**src/rtl/if_fetch_queue.sv**
```systemverilog
// ---------------------------------------------------------------------------
// if_fetch_queue
//
// Instruction-fetch stage with a prefetch FIFO. It generates the fetch PC,
// issues in-order requests to instruction memory and buffers the returned
// instructions together with their PCs. The FIFO head is presented to the
// decode stage in show-ahead form. A branch redirect flushes the FIFO and
// arranges for every response still in flight to be discarded.
//
// Parameters:
//   XLEN     - PC / address width
//   ILEN     - instruction width
//   DEPTH    - prefetch FIFO entries (power of two, at least 2)
//   RESET_PC - first fetch address after reset
//
// Ports:
//   clk            - clock, rising edge
//   rst            - asynchronous reset, active low
//   branch_ctrl    - 00 sequential, 01 -> pc_imm, 10 -> pc_immrs1, 11 sequential
//   pc_imm         - PC-relative redirect target
//   pc_immrs1      - register-relative redirect target
//   imem_req_valid - fetch request valid
//   imem_req_ready - memory accepts the request
//   imem_req_addr  - fetch address (word aligned)
//   imem_rsp_valid - response valid (in order, no backpressure)
//   imem_rsp_data  - fetched instruction
//   id_valid       - FIFO head valid
//   id_ready       - decode accepts the head
//   id_pc          - PC of the head instruction (0 while id_valid is 0)
//   id_instr       - head instruction (0 while id_valid is 0)
//
// Optional feature, enabled by defining IF_PERF_CNT_EN:
//   perf_fetched   - instructions handed to decode (wraps at 2^32)
//   perf_flushed   - FIFO entries flushed plus responses dropped (wraps)
// ---------------------------------------------------------------------------
module if_fetch_queue #(
  parameter int              XLEN     = 32,
  parameter int              ILEN     = 32,
  parameter int              DEPTH    = 4,
  parameter logic [XLEN-1:0] RESET_PC = {XLEN{1'b0}}
) (
  input  logic            clk,
  input  logic            rst,
  input  logic [1:0]      branch_ctrl,
  input  logic [XLEN-1:0] pc_imm,
  input  logic [XLEN-1:0] pc_immrs1,
  output logic            imem_req_valid,
  input  logic            imem_req_ready,
  output logic [XLEN-1:0] imem_req_addr,
  input  logic            imem_rsp_valid,
  input  logic [ILEN-1:0] imem_rsp_data,
  output logic            id_valid,
  input  logic            id_ready,
  output logic [XLEN-1:0] id_pc,
  output logic [ILEN-1:0] id_instr
`ifdef IF_PERF_CNT_EN
  ,
  output logic [31:0]     perf_fetched,
  output logic [31:0]     perf_flushed
`endif
);

  // Pointer width carries one extra wrap bit so full and empty differ.
  localparam int AW = $clog2(DEPTH);
  localparam int CW = AW + 1;

  localparam logic [CW-1:0]   CNT_ZERO  = {CW{1'b0}};
  localparam logic [CW-1:0]   CNT_ONE   = CW'(32'd1);
  localparam logic [CW:0]     DEPTH_LIM = (CW + 1)'(DEPTH);
  localparam logic [XLEN-1:0] PC_STEP   = XLEN'(32'd4);
  localparam logic [XLEN-1:0] PC_ZERO   = {XLEN{1'b0}};
  localparam logic [ILEN-1:0] INSTR_ZERO = {ILEN{1'b0}};
  localparam logic [XLEN-1:0] WORD_MASK = {{(XLEN-2){1'b1}}, 2'b00};
  localparam logic [XLEN-1:0] RESET_PC_ALIGNED = RESET_PC & WORD_MASK;

  // FIFO storage and bookkeeping
  logic [XLEN-1:0] pc_mem_r    [DEPTH];
  logic [ILEN-1:0] instr_mem_r [DEPTH];
  logic [CW-1:0]   wr_ptr_r;
  logic [CW-1:0]   rd_ptr_r;
  logic [CW-1:0]   count_s;

  // Fetch-side state
  logic [XLEN-1:0] fetch_pc_r;
  logic [XLEN-1:0] rsp_pc_r;
  logic [CW-1:0]   outstanding_r;
  logic [CW-1:0]   outstanding_next_s;
  logic [CW-1:0]   drop_r;
  logic            active_r;

  // Per-cycle decisions
  logic            redirect_s;
  logic [XLEN-1:0] target_raw_s;
  logic [XLEN-1:0] target_s;
  logic [CW:0]     credit_sum_s;
  logic            req_valid_s;
  logic            req_fire_s;
  logic            head_valid_s;
  logic            pop_s;
  logic            push_s;
  logic            drop_hit_s;

  assign count_s = wr_ptr_r - rd_ptr_r;

  // Decode branch_ctrl into a redirect flag and its (unaligned) target.
  always_comb begin
    redirect_s   = 1'b0;
    target_raw_s = PC_ZERO;
    case (branch_ctrl)
      2'b01: begin
        redirect_s   = 1'b1;
        target_raw_s = pc_imm;
      end
      2'b10: begin
        redirect_s   = 1'b1;
        target_raw_s = pc_immrs1;
      end
      default: begin
        redirect_s   = 1'b0;
        target_raw_s = PC_ZERO;
      end
    endcase
  end

  assign target_s = target_raw_s & WORD_MASK;

  // Requests are limited so that every outstanding response is guaranteed
  // a FIFO slot; this is what makes a push onto a full FIFO impossible.
  assign credit_sum_s = {1'b0, count_s} + {1'b0, outstanding_r};
  assign req_valid_s  = active_r & ~redirect_s & (credit_sum_s < DEPTH_LIM);
  assign req_fire_s   = req_valid_s & imem_req_ready;

  assign head_valid_s = (count_s != CNT_ZERO) & ~redirect_s;
  assign pop_s        = head_valid_s & id_ready;

  // A response is dropped while stale responses remain, or when it lands in
  // the redirect cycle itself.
  assign drop_hit_s = imem_rsp_valid & (drop_r != CNT_ZERO);
  assign push_s     = imem_rsp_valid & ~redirect_s & (drop_r == CNT_ZERO);

  // Next outstanding-request count from accept/return events.
  always_comb begin
    outstanding_next_s = outstanding_r;
    case ({req_fire_s, imem_rsp_valid})
      2'b10:   outstanding_next_s = outstanding_r + CNT_ONE;
      2'b01:   outstanding_next_s = outstanding_r - CNT_ONE;
      default: outstanding_next_s = outstanding_r;
    endcase
  end

  assign imem_req_valid = req_valid_s;
  assign imem_req_addr  = fetch_pc_r;
  assign id_valid       = head_valid_s;

  // Show-ahead head, masked to zero whenever the head is not valid.
  always_comb begin
    if (head_valid_s) begin
      id_pc    = pc_mem_r[rd_ptr_r[AW-1:0]];
      id_instr = instr_mem_r[rd_ptr_r[AW-1:0]];
    end else begin
      id_pc    = PC_ZERO;
      id_instr = INSTR_ZERO;
    end
  end

  // Enable flag: keeps requests off while reset is held.
  always_ff @(posedge clk or negedge rst) begin
    if (!rst) begin
      active_r <= 1'b0;
    end else begin
      active_r <= 1'b1;
    end
  end

  // Fetch PC: load the aligned target on redirect, step on acceptance.
  always_ff @(posedge clk or negedge rst) begin
    if (!rst) begin
      fetch_pc_r <= RESET_PC_ALIGNED;
    end else if (redirect_s) begin
      fetch_pc_r <= target_s;
    end else if (req_fire_s) begin
      fetch_pc_r <= fetch_pc_r + PC_STEP;
    end else begin
      fetch_pc_r <= fetch_pc_r;
    end
  end

  // Response PC: tracks the address of the next kept response.
  always_ff @(posedge clk or negedge rst) begin
    if (!rst) begin
      rsp_pc_r <= RESET_PC_ALIGNED;
    end else if (redirect_s) begin
      rsp_pc_r <= target_s;
    end else if (push_s) begin
      rsp_pc_r <= rsp_pc_r + PC_STEP;
    end else begin
      rsp_pc_r <= rsp_pc_r;
    end
  end

  // Outstanding request counter.
  always_ff @(posedge clk or negedge rst) begin
    if (!rst) begin
      outstanding_r <= CNT_ZERO;
    end else begin
      outstanding_r <= outstanding_next_s;
    end
  end

  // Drop counter: on redirect every request still in flight becomes stale;
  // a response arriving in the redirect cycle is already discarded, so it is
  // not counted again. No request can be accepted in a redirect cycle.
  always_ff @(posedge clk or negedge rst) begin
    if (!rst) begin
      drop_r <= CNT_ZERO;
    end else if (redirect_s) begin
      if (imem_rsp_valid) begin
        drop_r <= outstanding_r - CNT_ONE;
      end else begin
        drop_r <= outstanding_r;
      end
    end else if (drop_hit_s) begin
      drop_r <= drop_r - CNT_ONE;
    end else begin
      drop_r <= drop_r;
    end
  end

  // FIFO pointers: a flush simply moves the read pointer onto the write one.
  always_ff @(posedge clk or negedge rst) begin
    if (!rst) begin
      wr_ptr_r <= CNT_ZERO;
      rd_ptr_r <= CNT_ZERO;
    end else if (redirect_s) begin
      wr_ptr_r <= wr_ptr_r;
      rd_ptr_r <= wr_ptr_r;
    end else begin
      if (push_s) begin
        wr_ptr_r <= wr_ptr_r + CNT_ONE;
      end else begin
        wr_ptr_r <= wr_ptr_r;
      end
      if (pop_s) begin
        rd_ptr_r <= rd_ptr_r + CNT_ONE;
      end else begin
        rd_ptr_r <= rd_ptr_r;
      end
    end
  end

  // FIFO storage write; contents are only observed through valid pointers.
  always_ff @(posedge clk) begin
    if (push_s) begin
      pc_mem_r[wr_ptr_r[AW-1:0]]    <= rsp_pc_r;
      instr_mem_r[wr_ptr_r[AW-1:0]] <= imem_rsp_data;
    end
  end

`ifdef IF_PERF_CNT_EN
  logic [31:0] perf_fetched_r;
  logic [31:0] perf_flushed_r;
  logic [31:0] flush_inc_s;

  // Entries lost this cycle: flushed FIFO contents plus a dropped response.
  always_comb begin
    if (redirect_s) begin
      flush_inc_s = 32'(count_s) + {31'd0, imem_rsp_valid};
    end else if (drop_hit_s) begin
      flush_inc_s = 32'd1;
    end else begin
      flush_inc_s = 32'd0;
    end
  end

  // Performance counters, free-running and wrapping.
  always_ff @(posedge clk or negedge rst) begin
    if (!rst) begin
      perf_fetched_r <= 32'd0;
      perf_flushed_r <= 32'd0;
    end else begin
      perf_fetched_r <= perf_fetched_r + {31'd0, pop_s};
      perf_flushed_r <= perf_flushed_r + flush_inc_s;
    end
  end

  assign perf_fetched = perf_fetched_r;
  assign perf_flushed = perf_flushed_r;
`endif

endmodule

```
**config.mk**
```make
export PLATFORM = sky130hd
export DESIGN_NAME = if_fetch_queue
export DESIGN_NICKNAME = d
export VERILOG_FILES = /design/src/rtl/if_fetch_queue.sv
export SDC_FILE = /design/constraint.sdc
export NUM_CORES = 1
export LEC_CHECK = 0
export BUFFER_PORTS_ARGS = -buffer_cell sky130_fd_sc_hd__buf_2
export CAP_MARGIN = 30
export CORE_ASPECT_RATIO = 0.6
export CORE_UTILIZATION = 50
export CTS_CLUSTER_SIZE = 30
export DETAILED_ROUTE_END_ITERATION = 10
export PLACE_DENSITY_LB_ADDON = 0.12
export SYNTH_ARGS = -nofsm -noshare
export SYNTH_HDL_FRONTEND = slang
export SYNTH_SLANG_ARGS = --single-unit
```
**constraint.sdc**
```tcl
create_clock -name clk -period 9.5 [get_ports clk]
set_input_delay 1.425 -clock clk [delete_from_list [all_inputs] [get_ports clk]]
set_output_delay 1.425 -clock clk [all_outputs]
set_load 0.02 [all_outputs]
```
==> impl_results.md <==
- GRT Util Overall: 21.9%
- Vias in the first global route: 7983
- FF-to-FF End: imem_req_addr[24]$_DFFE_PN0P_
- Initial Util: 51.7%
- # rows: 46
- Layout Cell Area excl Fill: 16200 um^2
- Antenna Cells: 0
- FF-to-FF path depth: 11
- Highest-count cells in the layout ignoring fill and taps: edfxtp_1 (248), buf_2 (191), dfrtp_1 (71)
- Crit end category: primary output
- Synth-to-layout area growth: 16.7%
- Max-cap violations: 0
- H-tree depth: 1
- Slew HR: 30.6%
- Skew final: 0.0108 ns
- Iter 0 DRT Violations: 613
- DP Area: 15200 um^2
- Congestion Overflow GR: 0
- Largest family of logic cells by synthesized area: multiplexers
- Fraction of layout cells with a size suffix above 1: 30.4%
- R2R Path Start: rd_ptr_r[0]$_DFFE_PN0P_
- Inserted Clock Buffers: 29
- Xor/xnor share of the synthesized area: 3.77%
- Register area: 9280 um^2
- Root buf cell: clkbuf_16
- EDFF count, synth: 248
- Syn Inst Count: 887
- Final WL: 30.9 mm
- RD Place Congestion: 0.858
- Commonest non-fill, non-tap cell in the layout: edfxtp_1
- Clock Pin Slew Worst Setup and Hold Paths: 0.07 ns
- Synth Register Bits: 321
- Die width: 217 um
- Clock buffer depth: 3
- Worst Tran Pin Value: 1.04 ns
- Setup_tns: 0 ns
- Worst Path Arrival: 3.61 ns
- Initial DRT Pass Iterations: 5
- CTS tree: done
- Pwr/cell area: 277 nW/um^2
- Mux contribution to synthesized area: 10.5%
- Post-synthesis simple-gate area fraction: 9.21%
- Share of the synthesized area in the top cell type: 53.8%
- I/O Buffers: 192
- Multi-input gate area: 4280 um^2
- Largest net degree at the start of global routing: 84
- Core Region: 26800 um^2
- Status: complete, no violations
- Top cell type by total area after synthesis: edfxtp_1
- Sequential area share after synthesis: 66.9%
- CTS Hold Bufs: 0
- Critical hold path startpoint: rsp_pc_r[31]$_DFFE_PN0P_
- Hold Path Sink: pc_mem_r[0][31]$_DFFE_PP_
- WL/cell: 21.3 um
- Post-synthesis compound-gate area fraction: 5.55%
- Hold slack: 0.554 ns
- Max IR drop VDD: 187 uV
- Detailed placement HPWL: 19.7 mm
- Cell Area, Synth: 13900 um^2
- Final min period: 5.04 ns
- Main synth FF type: edfxtp_1
- Global-route wire length before repair: 47.2 mm
- # setup viols final: 0
- Vert. Die Dim: 131 um
- Drt drc: 0
- Clock sink count: 321
- Synth warn: 0
- Die area: 28400 um^2
- Slew Viols, Final: 0
- Part of the cycle the worst path needs: 53.0%
- Initial antenna violation count: 0
- Gates resized, CTS repair: 0
- Filler cell count: 2111
- Static Leak: 6.07 nW
- Ranking of synthesized cells by area: edfxtp_1 (54%), dfrtp_1 (13%), mux4_2 (10%)
- Vias/cell: 5.77
- Cell depth of the worst hold path: 0
- Final net count: 1189
- I/O pins: 201
- Max Freq: 198 MHz
- Max Fanout on Critical Path: 83
- Unrepaired setup endpoints after global routing: false
- Final Hold Fails: 0
- Syn_area_per_cell: 15.6 um^2
- Post-CTS setup buffers: 0
- Worst Hold Class: flop to flop
- DR vias: 8379
- Critical Path RT: 8.08 ns
- Critical path class: input pin to primary output
- CP Launch Type: input pin
- Count of different cell masters after synthesis: 59
- Post-Synth Adder-Cell Area: 1.68%
- Async SR Flop Fraction: 22.7%
- Reg2Reg Setup Slack: 5.99 ns
- Post-route ant nets: 0
- Clk_lat worst skew: 0.56 ns
## per-layer routing
metal | part of all wire [%] | vias to the layer above | track usage (%) | wire length, um
met1 | 49 | 4274 | 34.8 | 15100
met5 | 0 | - | 0 | 0
met3 | 5.0 | 32 | 3.56 | 1540
met2 | 45 | 230 | 31.9 | 13800
met4 | 1.4 | 0 | 4.68 | 444
li1 | - | 3843 | - | -
## metrics by stage
step                      setup slack (ns)  std cells  util [%]  power [mW]
final                                 4.46       1451      60.3        4.47
after global routing                  4.29       1451      60.3        4.69
after CTS                             4.46       1450      60.2        4.52
after detailed placement              4.46       1396      56.5        3.29
after global placement                4.49       1395      56.4        3.26
after floorplan                       5.20        890         -        2.82
## area by class of cell
class                      instances  area share (%)
sequential                       321            57.4
multi-input combinational        492            26.5
timing repair buffer             204            6.72
clock buffer                      33            4.58
tap                              360            2.79
clock inverter                    21            1.59
inverter                          20           0.464
## critical path: stages
cell and delay, ns:
buf_2 0.09, inv_1 0.06, ha_4 0.81, buf_4 0.72, and3_1 0.27, buf_2 0.16
## cell usage after synthesis (all sizes together), types with 3 or more instances
master  number
edfxtp     248
dfrtp       73
and3        71
mux4        62
a21oi       58
nand2       44
clkbuf      42
xor2        31
xnor2       26
a221oi      25
nand4       24
nand3       21
inv         19
o21ai       18
ha          17
nor3        17
buf         15
nor2        13
nor4         7
and4         5
a22o         4
a31oi        4
or2          4
and2         3
mux2i        3
or3          3
## power breakdown
group / switching (mW) / internal (mW)
clock network: 0.506 / 0.723
logic: 0.828 / 0.616
registers: 0.142 / 1.66
## worst max-delay path by stage
stage	startpoint	to	slack, ns	depth (start not counted)
after floorplan	branch_ctrl[0]	instr_mem_r[0][0]$_DFFE_PP_	5.20	6
after global placement	branch_ctrl[0]	id_instr[4]	4.49	6
after detailed placement	branch_ctrl[0]	id_pc[21]	4.46	6
after CTS	branch_ctrl[0]	id_instr[5]	4.46	6
after global routing	branch_ctrl[0]	id_instr[5]	4.29	6
final	branch_ctrl[0]	id_instr[5]	4.46	6
## registers in the layout, summed over array words and instances, names as in the netlist
name / count
instr_mem_r: 128
active_r: 1
wr_ptr_r: 3
outstanding_r: 3
pc_mem_r: 120
rsp_pc_r: 30
imem_req_addr: 30
drop_r: 3
rd_ptr_r: 3
## logic make-up (layout without fill, tap and decap cells)
kind of cell | Yosys count | after routing
xor+xnor | 58 | 58
flops | 321 | 321
mux | 67 | 67
buf+inv | 77 | 278
simple gates | 221 | 221
compound gates | 123 | 123
fa+ha+maj | 18 | 18
other cells | 2 | 5
(Power assumes the default switching activity.)
